`config.mk`:
```
export PLATFORM = sky130hd
export DESIGN_NAME = dec_sync_ctrl_flat
export DESIGN_NICKNAME = d
export VERILOG_FILES = /design/src/rtl/dec_sync_ctrl_pkg.sv /design/src/rtl/dec_sync_ctrl_if.sv /design/src/rtl/dec_sync_ctrl_rd_tracker.sv /design/src/rtl/dec_sync_ctrl.sv /design/src/flat_wrapper.sv
export SDC_FILE = /design/constraint.sdc
export NUM_CORES = 1
export LEC_CHECK = 0
export ABC_AREA = 1
export CAP_MARGIN = 20
export CORE_ASPECT_RATIO = 1.2
export CORE_MARGIN = 2
export CORE_UTILIZATION = 45
export CTS_BUF_LIST = sky130_fd_sc_hd__clkbuf_8
export CTS_CLUSTER_DIAMETER = 100
export DETAILED_ROUTE_END_ITERATION = 12
export DONT_BUFFER_PORTS = 1
export GPL_TIMING_DRIVEN = 0
export SLEW_MARGIN = 5
export SYNTH_ARGS = -nofsm -noshare
export SYNTH_HDL_FRONTEND = slang
export SYNTH_HIERARCHICAL = 1
export SYNTH_SLANG_ARGS = --single-unit
export TNS_END_PERCENT = 10
```
`constraint.sdc`:
```
create_clock -name clk -period 3.4 [get_ports clk]
set_clock_uncertainty 0.2 [all_clocks]
set_input_delay 0.51 -clock clk [delete_from_list [all_inputs] [get_ports clk]]
set_output_delay 0.51 -clock clk [all_outputs]
set_load 0.005 [all_outputs]
```
`src/rtl/dec_sync_ctrl_pkg.sv`:
```
// dec_sync_pkg: shared types and constants for the dec_sync_ctrl slice.
//   sync_state_t  : link-sync FSM states (LOS, ACQ, SYNC)
//   K28_5_BYTE    : decoded value of the K28.5 comma
//   ERR_CNT_W     : width of the saturating error counter
//   ONES_*        : popcount classes of a 10-bit symbol for disparity tracking
//   popcount10    : number of ones in a raw 10-bit symbol
package dec_sync_pkg;

    typedef enum logic [1:0] {
        LOS  = 2'd0,
        ACQ  = 2'd1,
        SYNC = 2'd2
    } sync_state_t;

    localparam logic [7:0] K28_5_BYTE = 8'hBC;
    localparam int         ERR_CNT_W  = 16;

    localparam logic [3:0] ONES_BALANCED = 4'd5;
    localparam logic [3:0] ONES_RD_POS   = 4'd6;
    localparam logic [3:0] ONES_RD_NEG   = 4'd4;

    function automatic logic [3:0] popcount10(input logic [9:0] s);
        logic [3:0] n;
        n = 4'd0;
        for (int i = 0; i < 10; i++) begin
            n = n + {3'd0, s[i]};
        end
        return n;
    endfunction

endpackage

```
`src/rtl/dec_sync_ctrl_if.sv`:
```
// dec_sync_ctrl_if: symbol/decoder/status bundle of the link-sync controller.
//   sym_valid, sym_in                 : raw 10-bit symbol stream (bit9 sent first)
//   dec_data, dec_k, dec_code_err,
//   dec_disp_err                      : decoder outputs, one cycle after sym_in
//   rdisp_out                         : running disparity fed to the decoder
//   bitslip                           : one-cycle slip request to the deserializer
//   sync_ok                           : link is in SYNC
//   out_valid, out_data, out_k        : qualified decoded symbol
//   err_cnt_clr, err_cnt              : saturating error counter and its clear
//   comma_cnt, los_cnt                : statistics, only with DEC_SYNC_STATS_EN
// Modports: slave = controller side, master = environment side.
interface dec_sync_ctrl_if;
    import dec_sync_pkg::*;

    logic                 sym_valid;
    logic [9:0]           sym_in;
    logic [7:0]           dec_data;
    logic                 dec_k;
    logic                 dec_code_err;
    logic                 dec_disp_err;
    logic                 rdisp_out;
    logic                 bitslip;
    logic                 sync_ok;
    logic                 out_valid;
    logic [7:0]           out_data;
    logic                 out_k;
    logic                 err_cnt_clr;
    logic [ERR_CNT_W-1:0] err_cnt;
`ifdef DEC_SYNC_STATS_EN
    logic [15:0]          comma_cnt;
    logic [7:0]           los_cnt;
`endif

    modport slave (
        input  sym_valid, sym_in, dec_data, dec_k, dec_code_err, dec_disp_err,
        input  err_cnt_clr,
        output rdisp_out, bitslip, sync_ok, out_valid, out_data, out_k, err_cnt
`ifdef DEC_SYNC_STATS_EN
        , output comma_cnt, los_cnt
`endif
    );

    modport master (
        output sym_valid, sym_in, dec_data, dec_k, dec_code_err, dec_disp_err,
        output err_cnt_clr,
        input  rdisp_out, bitslip, sync_ok, out_valid, out_data, out_k, err_cnt
`ifdef DEC_SYNC_STATS_EN
        , input comma_cnt, los_cnt
`endif
    );

endinterface

```
`src/rtl/dec_sync_ctrl_rd_tracker.sv`:
```
// dec_rd_tracker: running-disparity register driven from raw 10-bit symbols.
//   clk, rst   : clock, synchronous active-high reset
//   sym_valid  : sym_in is a real symbol this cycle
//   sym_in     : raw symbol
//   force_neg  : hold disparity at RD- (used while the deserializer settles after a slip)
//   rd         : disparity applied to the current sym_in (0 = RD-, 1 = RD+)
module dec_rd_tracker
    import dec_sync_pkg::*;
(
    input  logic       clk,
    input  logic       rst,
    input  logic       sym_valid,
    input  logic [9:0] sym_in,
    input  logic       force_neg,
    output logic       rd
);

    logic [3:0] ones;

    assign ones = popcount10(sym_in);

    // Only 4- and 6-ones symbols flip disparity; illegal counts are left to the decoder.
    always_ff @(posedge clk) begin
        if (rst) begin
            rd <= 1'b0;
        end else if (force_neg) begin
            rd <= 1'b0;
        end else if (sym_valid) begin
            case (ones)
                ONES_RD_POS:   rd <= 1'b1;
                ONES_RD_NEG:   rd <= 1'b0;
                ONES_BALANCED: rd <= rd;
                default:       rd <= rd;
            endcase
        end
    end

endmodule

```
`src/rtl/dec_sync_ctrl.sv`:
```
// dec_sync_ctrl: link-synchronisation controller behind the 10b8b decoder.
// Tracks running disparity, qualifies decoder output, acquires/loses comma
// sync, requests bit-slips while unaligned and counts decode errors.
//   clk, rst : clock, synchronous active-high reset
//   bus      : dec_sync_ctrl_if.slave (symbol in, decoder results, status out)
// Optional: define DEC_SYNC_STATS_EN to add comma_cnt and los_cnt statistics.
module dec_sync_ctrl
    import dec_sync_pkg::*;
#(
    parameter int COMMA_CNT = 3,
    parameter int SLIP_WAIT = 20,
    parameter int SLIP_HOLD = 4,
    parameter int MAX_BAD   = 4,
    parameter int GOOD_CNT  = 4
) (
    input  logic          clk,
    input  logic          rst,
    dec_sync_ctrl_if.slave bus
);

    localparam logic [7:0] SCNT_LAST = 8'(SLIP_WAIT - 1);
    localparam logic [2:0] CCNT_DONE = 3'(COMMA_CNT);
    localparam logic [2:0] BCNT_DROP = 3'(MAX_BAD);
    localparam logic [3:0] GCNT_DONE = 4'(GOOD_CNT);
    localparam logic [3:0] HOLD_LOAD = 4'(SLIP_HOLD);

    sync_state_t          state, state_nxt;
    logic [7:0]           scnt, scnt_nxt;
    logic [2:0]           ccnt, ccnt_nxt;
    logic [2:0]           bcnt, bcnt_nxt;
    logic [3:0]           gcnt, gcnt_nxt;
    logic [3:0]           hold, hold_nxt;
    logic                 v1;
    logic                 slip_nxt, bitslip_q;
    logic                 out_valid_nxt, out_valid_q;
    logic [7:0]           out_data_q;
    logic                 out_k_q;
    logic [ERR_CNT_W-1:0] err_q, err_nxt;
    logic                 hold_active, comma, bad, err_inc;

    assign hold_active = (hold != 4'd0);

    // v1 marks the cycle in which the decoder shows the result of a symbol we accepted.
    assign comma = v1 & bus.dec_k & (bus.dec_data == K28_5_BYTE) & ~bus.dec_code_err;
    assign bad   = v1 & (bus.dec_code_err | bus.dec_disp_err);

    dec_rd_tracker u_rd (
        .clk       (clk),
        .rst       (rst),
        .sym_valid (bus.sym_valid),
        .sym_in    (bus.sym_in),
        .force_neg (hold_active),
        .rd        (bus.rdisp_out)
    );

    always_ff @(posedge clk) begin
        if (rst) begin
            state       <= LOS;
            scnt        <= 8'd0;
            ccnt        <= 3'd0;
            bcnt        <= 3'd0;
            gcnt        <= 4'd0;
            hold        <= 4'd0;
            v1          <= 1'b0;
            bitslip_q   <= 1'b0;
            out_valid_q <= 1'b0;
            out_data_q  <= 8'd0;
            out_k_q     <= 1'b0;
            err_q       <= '0;
        end else begin
            state       <= state_nxt;
            scnt        <= scnt_nxt;
            ccnt        <= ccnt_nxt;
            bcnt        <= bcnt_nxt;
            gcnt        <= gcnt_nxt;
            hold        <= hold_nxt;
            v1          <= bus.sym_valid & ~hold_active;
            bitslip_q   <= slip_nxt;
            out_valid_q <= out_valid_nxt;
            if (out_valid_nxt) begin
                out_data_q <= bus.dec_data;
                out_k_q    <= bus.dec_k;
            end
            err_q       <= err_nxt;
        end
    end

    always_comb begin
        state_nxt     = state;
        scnt_nxt      = scnt;
        ccnt_nxt      = ccnt;
        bcnt_nxt      = bcnt;
        gcnt_nxt      = gcnt;
        slip_nxt      = 1'b0;
        hold_nxt      = hold_active ? (hold - 4'd1) : 4'd0;
        out_valid_nxt = v1 & ~bad & (state == SYNC);

        case (state)
            LOS: begin
                if (comma) begin
                    scnt_nxt = 8'd0;
                    ccnt_nxt = 3'd1;
                    // With a single-comma requirement the first comma already locks.
                    if (CCNT_DONE == 3'd1) begin
                        state_nxt = SYNC;
                        bcnt_nxt  = 3'd0;
                        gcnt_nxt  = 4'd0;
                    end else begin
                        state_nxt = ACQ;
                    end
                end else if (v1) begin
                    if (scnt == SCNT_LAST) begin
                        slip_nxt = 1'b1;
                        scnt_nxt = 8'd0;
                        hold_nxt = HOLD_LOAD;
                    end else begin
                        scnt_nxt = scnt + 8'd1;
                    end
                end
            end
            ACQ: begin
                if (bad) begin
                    state_nxt = LOS;
                    scnt_nxt  = 8'd0;
                end else if (comma) begin
                    if (ccnt + 3'd1 == CCNT_DONE) begin
                        state_nxt = SYNC;
                        bcnt_nxt  = 3'd0;
                        gcnt_nxt  = 4'd0;
                    end else begin
                        ccnt_nxt = ccnt + 3'd1;
                    end
                end
            end
            SYNC: begin
                if (bad) begin
                    gcnt_nxt = 4'd0;
                    if (bcnt + 3'd1 == BCNT_DROP) begin
                        state_nxt = LOS;
                        scnt_nxt  = 8'd0;
                        bcnt_nxt  = 3'd0;
                    end else begin
                        bcnt_nxt = bcnt + 3'd1;
                    end
                end else if (v1) begin
                    // A full window of good symbols forgives one earlier error.
                    if (gcnt + 4'd1 == GCNT_DONE) begin
                        gcnt_nxt = 4'd0;
                        if (bcnt != 3'd0) begin
                            bcnt_nxt = bcnt - 3'd1;
                        end
                    end else begin
                        gcnt_nxt = gcnt + 4'd1;
                    end
                end
            end
            default: begin
                state_nxt = LOS;
            end
        endcase
    end

    // Clear wins over increment but still records an error arriving in the same cycle.
    always_comb begin
        err_inc = bad & ~hold_active;
        err_nxt = err_q;
        if (bus.err_cnt_clr) begin
            err_nxt = {{(ERR_CNT_W-1){1'b0}}, err_inc};
        end else if (err_inc && (err_q != '1)) begin
            err_nxt = err_q + 1'b1;
        end
    end

    assign bus.bitslip   = bitslip_q;
    assign bus.sync_ok   = (state == SYNC);
    assign bus.out_valid = out_valid_q;
    assign bus.out_data  = out_data_q;
    assign bus.out_k     = out_k_q;
    assign bus.err_cnt   = err_q;

`ifdef DEC_SYNC_STATS_EN
    logic [15:0] comma_q;
    logic [7:0]  los_q;

    always_ff @(posedge clk) begin
        if (rst || bus.err_cnt_clr) begin
            comma_q <= 16'd0;
            los_q   <= 8'd0;
        end else begin
            if (comma && (comma_q != 16'hFFFF)) begin
                comma_q <= comma_q + 16'd1;
            end
            if ((state == SYNC) && (state_nxt == LOS) && (los_q != 8'hFF)) begin
                los_q <= los_q + 8'd1;
            end
        end
    end

    assign bus.comma_cnt = comma_q;
    assign bus.los_cnt   = los_q;
`endif

endmodule
```
`src/flat_wrapper.sv`:
```
// flat-port wrapper written by rule: the top's interface ports become plain ports
module dec_sync_ctrl_flat import dec_sync_pkg::*;
#(
    parameter int COMMA_CNT = 3,
    parameter int SLIP_WAIT = 20,
    parameter int SLIP_HOLD = 4,
    parameter int MAX_BAD   = 4,
    parameter int GOOD_CNT  = 4
)
  (clk, rst, bus_sym_valid, bus_sym_in, bus_dec_data, bus_dec_k, bus_dec_code_err, bus_dec_disp_err, bus_err_cnt_clr, bus_rdisp_out, bus_bitslip, bus_sync_ok, bus_out_valid, bus_out_data, bus_out_k, bus_err_cnt);
  dec_sync_ctrl_if bus_i ();
  input  logic clk;
  input  logic rst;
  input wire logic [$bits(bus_i.sym_valid)-1:0] bus_sym_valid;
  input wire logic [$bits(bus_i.sym_in)-1:0] bus_sym_in;
  input wire logic [$bits(bus_i.dec_data)-1:0] bus_dec_data;
  input wire logic [$bits(bus_i.dec_k)-1:0] bus_dec_k;
  input wire logic [$bits(bus_i.dec_code_err)-1:0] bus_dec_code_err;
  input wire logic [$bits(bus_i.dec_disp_err)-1:0] bus_dec_disp_err;
  input wire logic [$bits(bus_i.err_cnt_clr)-1:0] bus_err_cnt_clr;
  output wire logic [$bits(bus_i.rdisp_out)-1:0] bus_rdisp_out;
  output wire logic [$bits(bus_i.bitslip)-1:0] bus_bitslip;
  output wire logic [$bits(bus_i.sync_ok)-1:0] bus_sync_ok;
  output wire logic [$bits(bus_i.out_valid)-1:0] bus_out_valid;
  output wire logic [$bits(bus_i.out_data)-1:0] bus_out_data;
  output wire logic [$bits(bus_i.out_k)-1:0] bus_out_k;
  output wire logic [$bits(bus_i.err_cnt)-1:0] bus_err_cnt;
  assign bus_i.sym_valid = bus_sym_valid;
  assign bus_i.sym_in = bus_sym_in;
  assign bus_i.dec_data = bus_dec_data;
  assign bus_i.dec_k = bus_dec_k;
  assign bus_i.dec_code_err = bus_dec_code_err;
  assign bus_i.dec_disp_err = bus_dec_disp_err;
  assign bus_i.err_cnt_clr = bus_err_cnt_clr;
  assign bus_rdisp_out = bus_i.rdisp_out;
  assign bus_bitslip = bus_i.bitslip;
  assign bus_sync_ok = bus_i.sync_ok;
  assign bus_out_valid = bus_i.out_valid;
  assign bus_out_data = bus_i.out_data;
  assign bus_out_k = bus_i.out_k;
  assign bus_err_cnt = bus_i.err_cnt;
  dec_sync_ctrl #(.COMMA_CNT(COMMA_CNT), .SLIP_WAIT(SLIP_WAIT), .SLIP_HOLD(SLIP_HOLD), .MAX_BAD(MAX_BAD), .GOOD_CNT(GOOD_CNT)) u_core (.clk(clk), .rst(rst), .bus(bus_i));
endmodule
```
* Word level (Yosys, flattened, before mapping)
Cells that the tools add are included.
** Word-level totals
- Bits in registers :: 53
- Bits of input ports :: 25
- Output and inout port bits :: 29
- Logic and storage cells :: 130
** Operators by class
- Add/subtract/negate cells :: 16
- Equality and inequality tests :: 24
- Mux-type cells :: 44
- Bitwise logic cells :: 14
- Reductions and logical operators :: 18
** Operator list (number)
- two-way mux 8 bit :: 6
- two-way mux 4 bit :: 11
- two-way mux 3 bit :: 12
- adder 4 x 1 -> 4 bit :: 6
- case mux 8 bit (3 select lines) :: 1
- AND reduction 5 bit :: 4
- != test 3 x 1 -> 1 bit (second input constant) :: 6
- adder 16 x 1 -> 16 bit (second input constant) :: 1
- != test 16 bit (second input constant) :: 1
- == test 4 x 3 -> 1 bit (second input constant) :: 3
- two-way mux 2 bit :: 6
- != test 2 x 1 -> 1 bit (second input constant) :: 6
- case mux 3 bit (2 select lines) :: 2
- adder 8 x 1 -> 8 bit (second input constant) :: 1
- AND 1 bit :: 8
- == test 8 x 5 -> 1 bit (second input constant) :: 1
- == test 8 bit (second input constant) :: 1
- case mux 4 bit (2 select lines) :: 1
- nonzero test 2 bit :: 4
- AND reduction 7 bit :: 1
- adder 3 x 1 -> 3 bit (second input constant) :: 2
- case mux 2 bit (3 select lines) :: 1
- nonzero test 3 bit :: 2
- NOT 1 bit :: 5
- other kinds (20) :: 24

* Depth between registers and ports, before layout
Gate-level depths: netlist of run 1.
- Word-level depth :: 12
- Gate-level depth with buffers :: 13
- Gate-level depth less buffers :: 13

* By module
The synthesis of run 1 kept the hierarchy.
** By module, submodules not included
- dec_sync_ctrl :: instances 1, cells each 467, area an instance 3076.7 µm², seq. area each 1041.0 µm²
- dec_rd_tracker :: instances 1, cells each 33, area an instance 257.7 µm², seq. area each 20.0 µm²

* Worst setup path before layout of run 1
No wires, ideal clock.
- Kind :: input to register
- From :: input bus_sym_in[0]
- To :: register u_core.u_rd.rd
- Library setup time :: 0.115 ns
- Data arrival time :: 2.955 ns
- Data required time :: 3.085 ns
- Path slack :: 0.130 ns
- Stages on the path :: 13
- Buffers on the path :: 0
- Cells stage by stage :: fa_1 -> fa_1 -> inv_1 -> fa_1 -> inv_1 -> ha_1 -> fa_1 -> inv_1 -> nor2_1 -> nor2_1 -> nand3_1 -> nand2_1 -> nor2_1
** On the way
- Longest elaborated chain between the ends :: 12
- Elaborated cells between the ends (all ways) :: 14
- Classes of those cells :: add/sub (9); eq/ne (2); mux (1); reduce/logical (2)
** Ends and longest elaborated chain
- start, declared :: RTL line flat_wrapper.sv:15 : input wire logic [$bits(bus_i.sym_in)-1:0] bus_sym_in;
- adder 1 x 1 -> 2 bit (*) :: RTL line dec_sync_ctrl_pkg.sv:26 : n = n + {3'd0, s[i]};
- adder 2 x 1 -> 3 bit (*) :: RTL line dec_sync_ctrl_pkg.sv:26
- adder 3 x 1 -> 4 bit (*) :: RTL line dec_sync_ctrl_pkg.sv:26
- adder 4 x 1 -> 4 bit (*) (6 in a row) :: RTL line dec_sync_ctrl_pkg.sv:26
- == test 4 x 3 -> 1 bit :: RTL line dec_sync_ctrl_rd_tracker.sv:29 : case (ones)
- nonzero test 2 bit (no source line)
- AND reduction 2 bit (no source line)
- end signal, assigned :: RTL line dec_sync_ctrl_rd_tracker.sv:32 : ONES_BALANCED: rd <= rd;
- end signal, assigned :: RTL line dec_sync_ctrl_rd_tracker.sv:33 : default: rd <= rd;
- end, declared :: RTL line dec_sync_ctrl_rd_tracker.sv:15 : output logic rd
Every way passes the cells marked *; elsewhere a longest branch is shown, timed or not.
A chain may end at the register's enable or synchronous reset.

* Final worst setup path of run 1
Ends and elaborated chain as after synthesis.

==> results.md, run 1 <==
- Worst setup path category: primary input to flop
- Gate count after technology mapping: 500
- Clock Tree Root: clkbuf_8
- Worst rel slew slack: 0.5061
- Synth top area cells: dfxtp_1 (32%), nand2_1 (14%), nor2_1 (10%), inv_1 (7.9%), ha_1 (6.0%)
- # H-tree levels: 2
- Global-route usage over all layers: 0.1885
- ANT nets after route: 0
- Post-Route WL: 7.212 mm
- RSZ-0062 raised after global routing: no
- Clock transition at the registers of the reported paths: 0.10 ns
- Antenna violations before repair: 0
- Setup slack of the critical path after layout: 0.3590 ns
- Post-route core utilization: 0.4952
- Share of post-route cells with drive strength above 1: 0.08661
- Power density of the placed cells: 474.2 nW/um^2
- Max-cap check violation count: 0
- Number of nets in the final layout: 554
- Floorplan die height: approximately 98 um
- Fraction of registers with async set or reset after synthesis: 0
- Number of I/O port buffers: 0
- Netlist area before placement: 3334 um^2
- Critical Path Sink Type: flop
- Cell row count: 34
- Number of design-rule violations left by the first detailed-router iteration: 84
- Avg Vias per Cell: 4.968
- Most frequent cells in the layout: nand2_1 (125), nor2_1 (89), inv_1 (70), dfxtp_1 (53), nand3_1 (35)
- Drt pass-1 iters: 4
- Worst path arrival time: 3.06 ns
- # diodes: 0
- Sum of internal, switching and leakage power: 0.001698 W
- Post-synth EDFFs: 0
- Initial core utilization: 0.4611
- Final worst-path cycle share: 0.8944
- Number of global-route vias before repair: 2,877
- Worst ir drop on vdd: ~0.24 mV
- Mean Syn Cell Area: 6.669 um^2
- Path type of the worst min-delay path: primary input to flop
- Clock tree from TritonCTS: built
- Data required, critical path: about 3.4 ns
- I/O Pins: 54
- Die outline area: 8117 um^2
- Wire length of the first global-routing pass: 12.19 mm
- HPWL after detailed placement: between 5 and 6 mm
- Total of endpoints with negative setup slack in the final report: 0
- Area growth from synthesis to layout: 7.392%
- Vias: about 3,000
- CP Max Fanout: 2
- Clock latency reported for the late side of the worst-skew pair: 0.31 ns
- Upper clock frequency limit: 328.8 MHz
- Maximum number of pins on one net before global-route repair: 17
- Setup Buffers After CTS: 0
- Post-detailed-route DRC marker count: 0
- Core ar.: 7232 um^2
- Leading area contributor after synthesis: dfxtp_1
- Status: finished clean
- Leak Pwr: 1.545 nW
- Final RePlAce weighted congestion: 0.8224
- Synth top area share: 0.3182
- Yosys cell types: 34
- Routed wirelength normalized by instance count: 12.06 um
- Max-slew violations: 0
- Count of final hold-check violations: 0
- Global route total overflow: 0
- Horiz. Die Dim: between 80 and 90 um
- Yosys warnings: 6
- Most frequent standard cell in the layout excluding fill and tap cells: nand2_1
- TNS Setup: 0 ns
- Post-cts hold buffer count: 0
- Sequential-to-total area share from yosys stat: 0.3182
- Filler-free cell count of the finished design: approximately 600
- Post-placement cell count: 590
- Slew of the pin with the lowest slew margin: 0.7409 ns
- Worst slack at placement: 0.05063 ns
- Shortest period the worst path allows: approximately 3 ns
- Top flip-flop cell by instance count after synthesis: dfxtp_1
- Synth Net Count: 547
- Clock tree sinks: 53
- Maximum root-to-sink buffer count: 2
- Startpoint class of the critical path: primary input
- Post-CTS resize count: 0
- Inserted Clock Buffers: 5
- Register bit total from synthesis: 53
==> layer usage <==
layer | vias to the layer above | global-route usage | part of all wire
li1 | 1563 | - | -
met1 | 1348 | 0.1998 | 0.41
met2 | 53 | 0.3542 | 0.53
met3 | 7 | 0.04621 | 0.053
met4 | 0 | 0.05675 | 0.010
met5 | - | 0 | 0
==> worst max-delay path, stage by stage <==
cell and delay (ns):
fa_1 0.49, fa_1 0.52, inv_1 0.05, fa_1 0.48, inv_1 0.04, ha_1 0.20, fa_1 0.36, inv_1 0.08
nor2_1 0.04, nor2_1 0.11, nand3_1 0.09, nand2_1 0.06, nor2_1 0.03
==> cell families (layout without fill, tap and decap cells) <==
family,count (synthesis),after routing,synth area share
adders and majority gates,22,22,0.09606
AOI/OAI and AO/OA,52,52,0.09456
DFF,53,53,0.3182
buffers and inverters,84,92,0.1024
xor gates and xnor gates,13,13,0.03415
and+or+nand+nor,276,276,0.3546
==> registers in the layout (all words and copies together) (netlist names) <==
| name | count |
|---|---|
| u_core/bus.err_cnt | 16 |
| u_core/bus.out_data | 8 |
| u_core/scnt | 8 |
| u_core/gcnt | 4 |
| u_core/hold | 4 |
| u_core/bcnt | 3 |
| u_core/ccnt | 3 |
| u_core/state | 2 |
| u_core/bus.bitslip | 1 |
| u_core/bus.out_k | 1 |
| u_core/bus.out_valid | 1 |
| u_core/u_rd/rd | 1 |
| u_core/v1 | 1 |
==> area by class of cell <==
cell class / count / area, um^2
multi-input cells: 363 / 1932
fillers: 756 / 3651
clock inverters: 3 / 65.06
inverters: 77 / 294.0
clock buffers: 5 / 68.82
well taps: 90 / 112.6
plain buffers: 7 / 47.55
flip-flops and latches: 53 / 1061
==> path summary, 6_finish.rpt <==
check                                      from                                   to  slack [ns]  depth (start not counted)
max reg2reg  u_core/bus.err_cnt[0]$_SDFFE_PP0P_  u_core/bus.err_cnt[15]$_SDFFE_PP0P_        1.34                          9
min reg2reg           u_core/hold[1]$_SDFF_PP0_            u_core/hold[1]$_SDFF_PP0_        0.30                          2
max                               bus_sym_in[0]          u_core/u_rd/rd$_SDFFE_PP0P_        0.36                         13
min                                         rst            u_core/hold[2]$_SDFF_PP0_        0.05                          1
==> cells in the mapped netlist, drive strengths merged (3+ instances only) <==
cell type  instances
clkbuf             3
inv               76
nand3             38
ha                16
nor3               7
nand2            131
a21oi             27
dfxtp             53
nor2              93
o21ai             21
xnor2              6
fa                 6
xor2               7
buf                4
nand4              4
==> power by group <==
| group | switching, W | internal [W] |
|---|---|---|
| Sequential | 0.0000381 | 0.000666 |
| Clock | 0.000216 | 0.000293 |
| Combinational | 0.000309 | 0.000177 |
==> stage by stage <==
| stage | hold WS [ns] | cell area, um^2 |
|---|---|---|
| floorplan | 0.2615 | 3334 |
| global placement | 0.2745 | 3447 |
| detailed placement | 0.2817 | 3447 |
| CTS | 0.04197 | 3581 |
| global route | 0.03764 | 3581 |
| finish | 0.05113 | 3581 |
No activity file was read; power rests on OpenSTA's default activity.
==> run 2, diff against run 1 <==
--- a/config.mk
+++ b/config.mk
@@ -6,12 +6,10 @@
 export NUM_CORES = 1
 export LEC_CHECK = 0
 export ABC_AREA = 1
-export CAP_MARGIN = 20
 export CORE_ASPECT_RATIO = 1.2
 export CORE_MARGIN = 2
 export CORE_UTILIZATION = 45
 export CTS_BUF_LIST = sky130_fd_sc_hd__clkbuf_8
-export CTS_CLUSTER_DIAMETER = 100
 export DETAILED_ROUTE_END_ITERATION = 12
 export DONT_BUFFER_PORTS = 1
 export GPL_TIMING_DRIVEN = 0
==> results of run 2 <==
No change in the layout: final DEF, timing and power equal those of run 1.
==> run 3, diff against run 2 <==
--- a/config.mk
+++ b/config.mk
@@ -13,6 +13,7 @@
 export DETAILED_ROUTE_END_ITERATION = 12
 export DONT_BUFFER_PORTS = 1
 export GPL_TIMING_DRIVEN = 0
+export PLACE_DENSITY_LB_ADDON = 0.1
 export SLEW_MARGIN = 5
 export SYNTH_ARGS = -nofsm -noshare
 export SYNTH_HDL_FRONTEND = slang
==> results.md, run 3 (synthesis gave the netlist of run 1 again) <==
- Status: finished clean
- Cell breakdown of the critical path: fa_1, fa_1, inv_1, fa_1, inv_1, ha_1, fa_1, inv_1, nor2_1, nor2_1, nand3_1, nand2_1, nor2_1
- Antenna violations before repair: 0
- Wire length of the first global-routing pass: 12.04 mm
- Number of I/O port buffers: 0
- Count of final hold-check violations: 0
- Share of post-route cells with drive strength above 1: 0.08661
- Post-Layout Inst Area: between 3000 and 4000 um^2
- Filler-free cell count of the finished design: between 500 and 600
- Post-placement cell count: 590
- CP Max Fanout: 2
- Number of design-rule violations left by the first detailed-router iteration: 97
- Crit path buffers/inverters: 3
- DP Area: 3447 um^2
- Core ar.: 7232 um^2
- Path type of the worst min-delay path: primary input to flop
- Final worst-path cycle share: 0.8896
- Maximum number of pins on one net before global-route repair: 19
- RSZ-0062 raised after global routing: no
- Crit path max-delay family: adder cells
- Inserted Clock Buffers: 5
- Number of nets in the final layout: roughly 550
- Horiz. Die Dim: 82.58 um
- Floorplan die height: approximately 98 um
- TNS Setup: 0 ns
- Clock transition at the registers of the reported paths: roughly 0.11 ns
- Worst ir drop on vdd: approximately 0.25 mV
- Power density of the placed cells: 442.0 nW/um^2
- # H-tree levels: 2
- Max-cap check violation count: 0
- Avg Vias per Cell: 4.958
- Post-detailed-route DRC marker count: 0
- Clock latency reported for the late side of the worst-skew pair: 0.31 ns
- Most frequent standard cell in the layout excluding fill and tap cells: nand2_1
- Startpoint class of the critical path: primary input
- Worst setup path category: primary input to flop
- Number of global-route vias before repair: 2,835
- Post-CTS resize count: 0
- Area growth from synthesis to layout: 6.229%
- Post-cts hold buffer count: 0
- Initial core utilization: 0.4611
- # diodes: 0
- Clock tree from TritonCTS: built
- Upper clock frequency limit: 330.6 MHz
- Setup Buffers After CTS: 0
- Global route total overflow: 0
- Largest incremental delay on the critical path: roughly 0.52 ns
- Die outline area: 8117 um^2
- Critical Path Sink Type: flop
- Cell row count: 34
- Clock tree sinks: 53
- Most frequent cells in the layout: nand2_1 (125), nor2_1 (89), inv_1 (70), dfxtp_1 (53), nand3_1 (35)
- Vias: around 3,000
- CP max stage cell: fa_1
- Drt pass-1 iters: 4
- Leak Pwr: 1.525 nW
- Routed wirelength normalized by instance count: 12.12 um
- Worst path arrival time: 3.04 ns
- Layout fillers: 759
- Worst rel slew slack: 0.5059
- I/O Pins: 54
- Clock Tree Root: clkbuf_8
- Max-slew violations: 0
- Cell seen most often among critical-path stages: fa_1
- Slew of the pin with the lowest slew margin: roughly 0.74 ns
- Final RePlAce weighted congestion: 0.8102
- HPWL after detailed placement: 5.603 mm
- Global-route usage over all layers: 0.1864
- Data required, critical path: 3.42 ns
- Max reg flops: 16
- ANT nets after route: 0
- Total of endpoints with negative setup slack in the final report: 0
- Shortest period the worst path allows: 3.025 ns
- Maximum root-to-sink buffer count: 2
- Post-Route WL: 7.247 mm
run 3: changes by cell type in the layout (fill, tap and decap cells not counted):
cell       delta
bufinv_16     -2
clkinv_2      -1
clkinv_4      +2
inv_6         +1
run 3: layout make-up:
cell class / count / area [um^2] / share of cell area
buffer: 7 / 47.55 / 0.01342
clock buffer: 5 / 68.82 / 0.01943
sequential: 53 / 1061 / 0.2995
inverter: 77 / 294.0 / 0.08301
tap: 90 / 112.6 / 0.03179
clock inverter: 3 / 26.28 / 0.007418
multi-input combinational: 363 / 1932 / 0.5454
run 3: final timing paths:
check | slack [ns] | from | to | cells after the start
min reg2reg | 0.31 | u_core/gcnt[3]$_SDFFE_PP0P_ | u_core/gcnt[3]$_SDFFE_PP0P_ | 2
min | 0.05 | rst | u_core/bus.out_valid$_SDFF_PP0_ | 1
max | 0.38 | bus_sym_in[0] | u_core/u_rd/rd$_SDFFE_PP0P_ | 13
max reg2reg | 1.31 | u_core/bus.err_cnt[0]$_SDFFE_PP0P_ | u_core/bus.err_cnt[12]$_SDFFE_PP0P_ | 9
run 3: worst register-to-register path, delay by kind of cell (launching register included):
kind | cells | cell delay, ns
flip-flops | 1 | 0.45
adder cells (fa/ha/maj) | 1 | 0.27
buffers and inverters | 2 | 0.21
AO/OA/AOI/OAI | 1 | 0.05
AND/OR/NAND/NOR | 5 | 0.77
run 3: per-stage QoR:
| stage | setup slack (ns) | power (W) | utilization | hold WS (ns) |
|---|---|---|---|---|
| floorplan | 0.1297 | 0.001111 | - | 0.2615 |
| global placement | 0.05672 | 0.001199 | 0.4766 | 0.2758 |
| detailed placement | 0.0007032 | 0.001210 | 0.4766 | 0.2889 |
| CTS | 0.3629 | 0.001593 | 0.4898 | 0.03702 |
| global route | 0.2190 | 0.001697 | 0.4898 | 0.03074 |
| finish | 0.3754 | 0.001566 | 0.4898 | 0.04899 |
run 3: routing by layer:
| metal | up-vias | part of all wire | global-route usage | wire, um |
|---|---|---|---|---|
| met5 | - | 0 | 0 | 0 |
| met2 | 55 | 0.53 | 0.3561 | 3835 |
| met3 | 2 | 0.049 | 0.04067 | 353 |
| met1 | 1347 | 0.42 | 0.1979 | 3016 |
| li1 | 1561 | - | - | - |
| met4 | 0 | 0.0058 | 0.05044 | 42 |
run 3: power by group:
group | internal, W | total [W] | switching, W
sequential | 0.000666 | 0.000703 | 0.0000376
clock | 0.000151 | 0.000376 | 0.000225
combinational | 0.000178 | 0.000487 | 0.000309
total | 0.000994 | 0.00157 | 0.000571
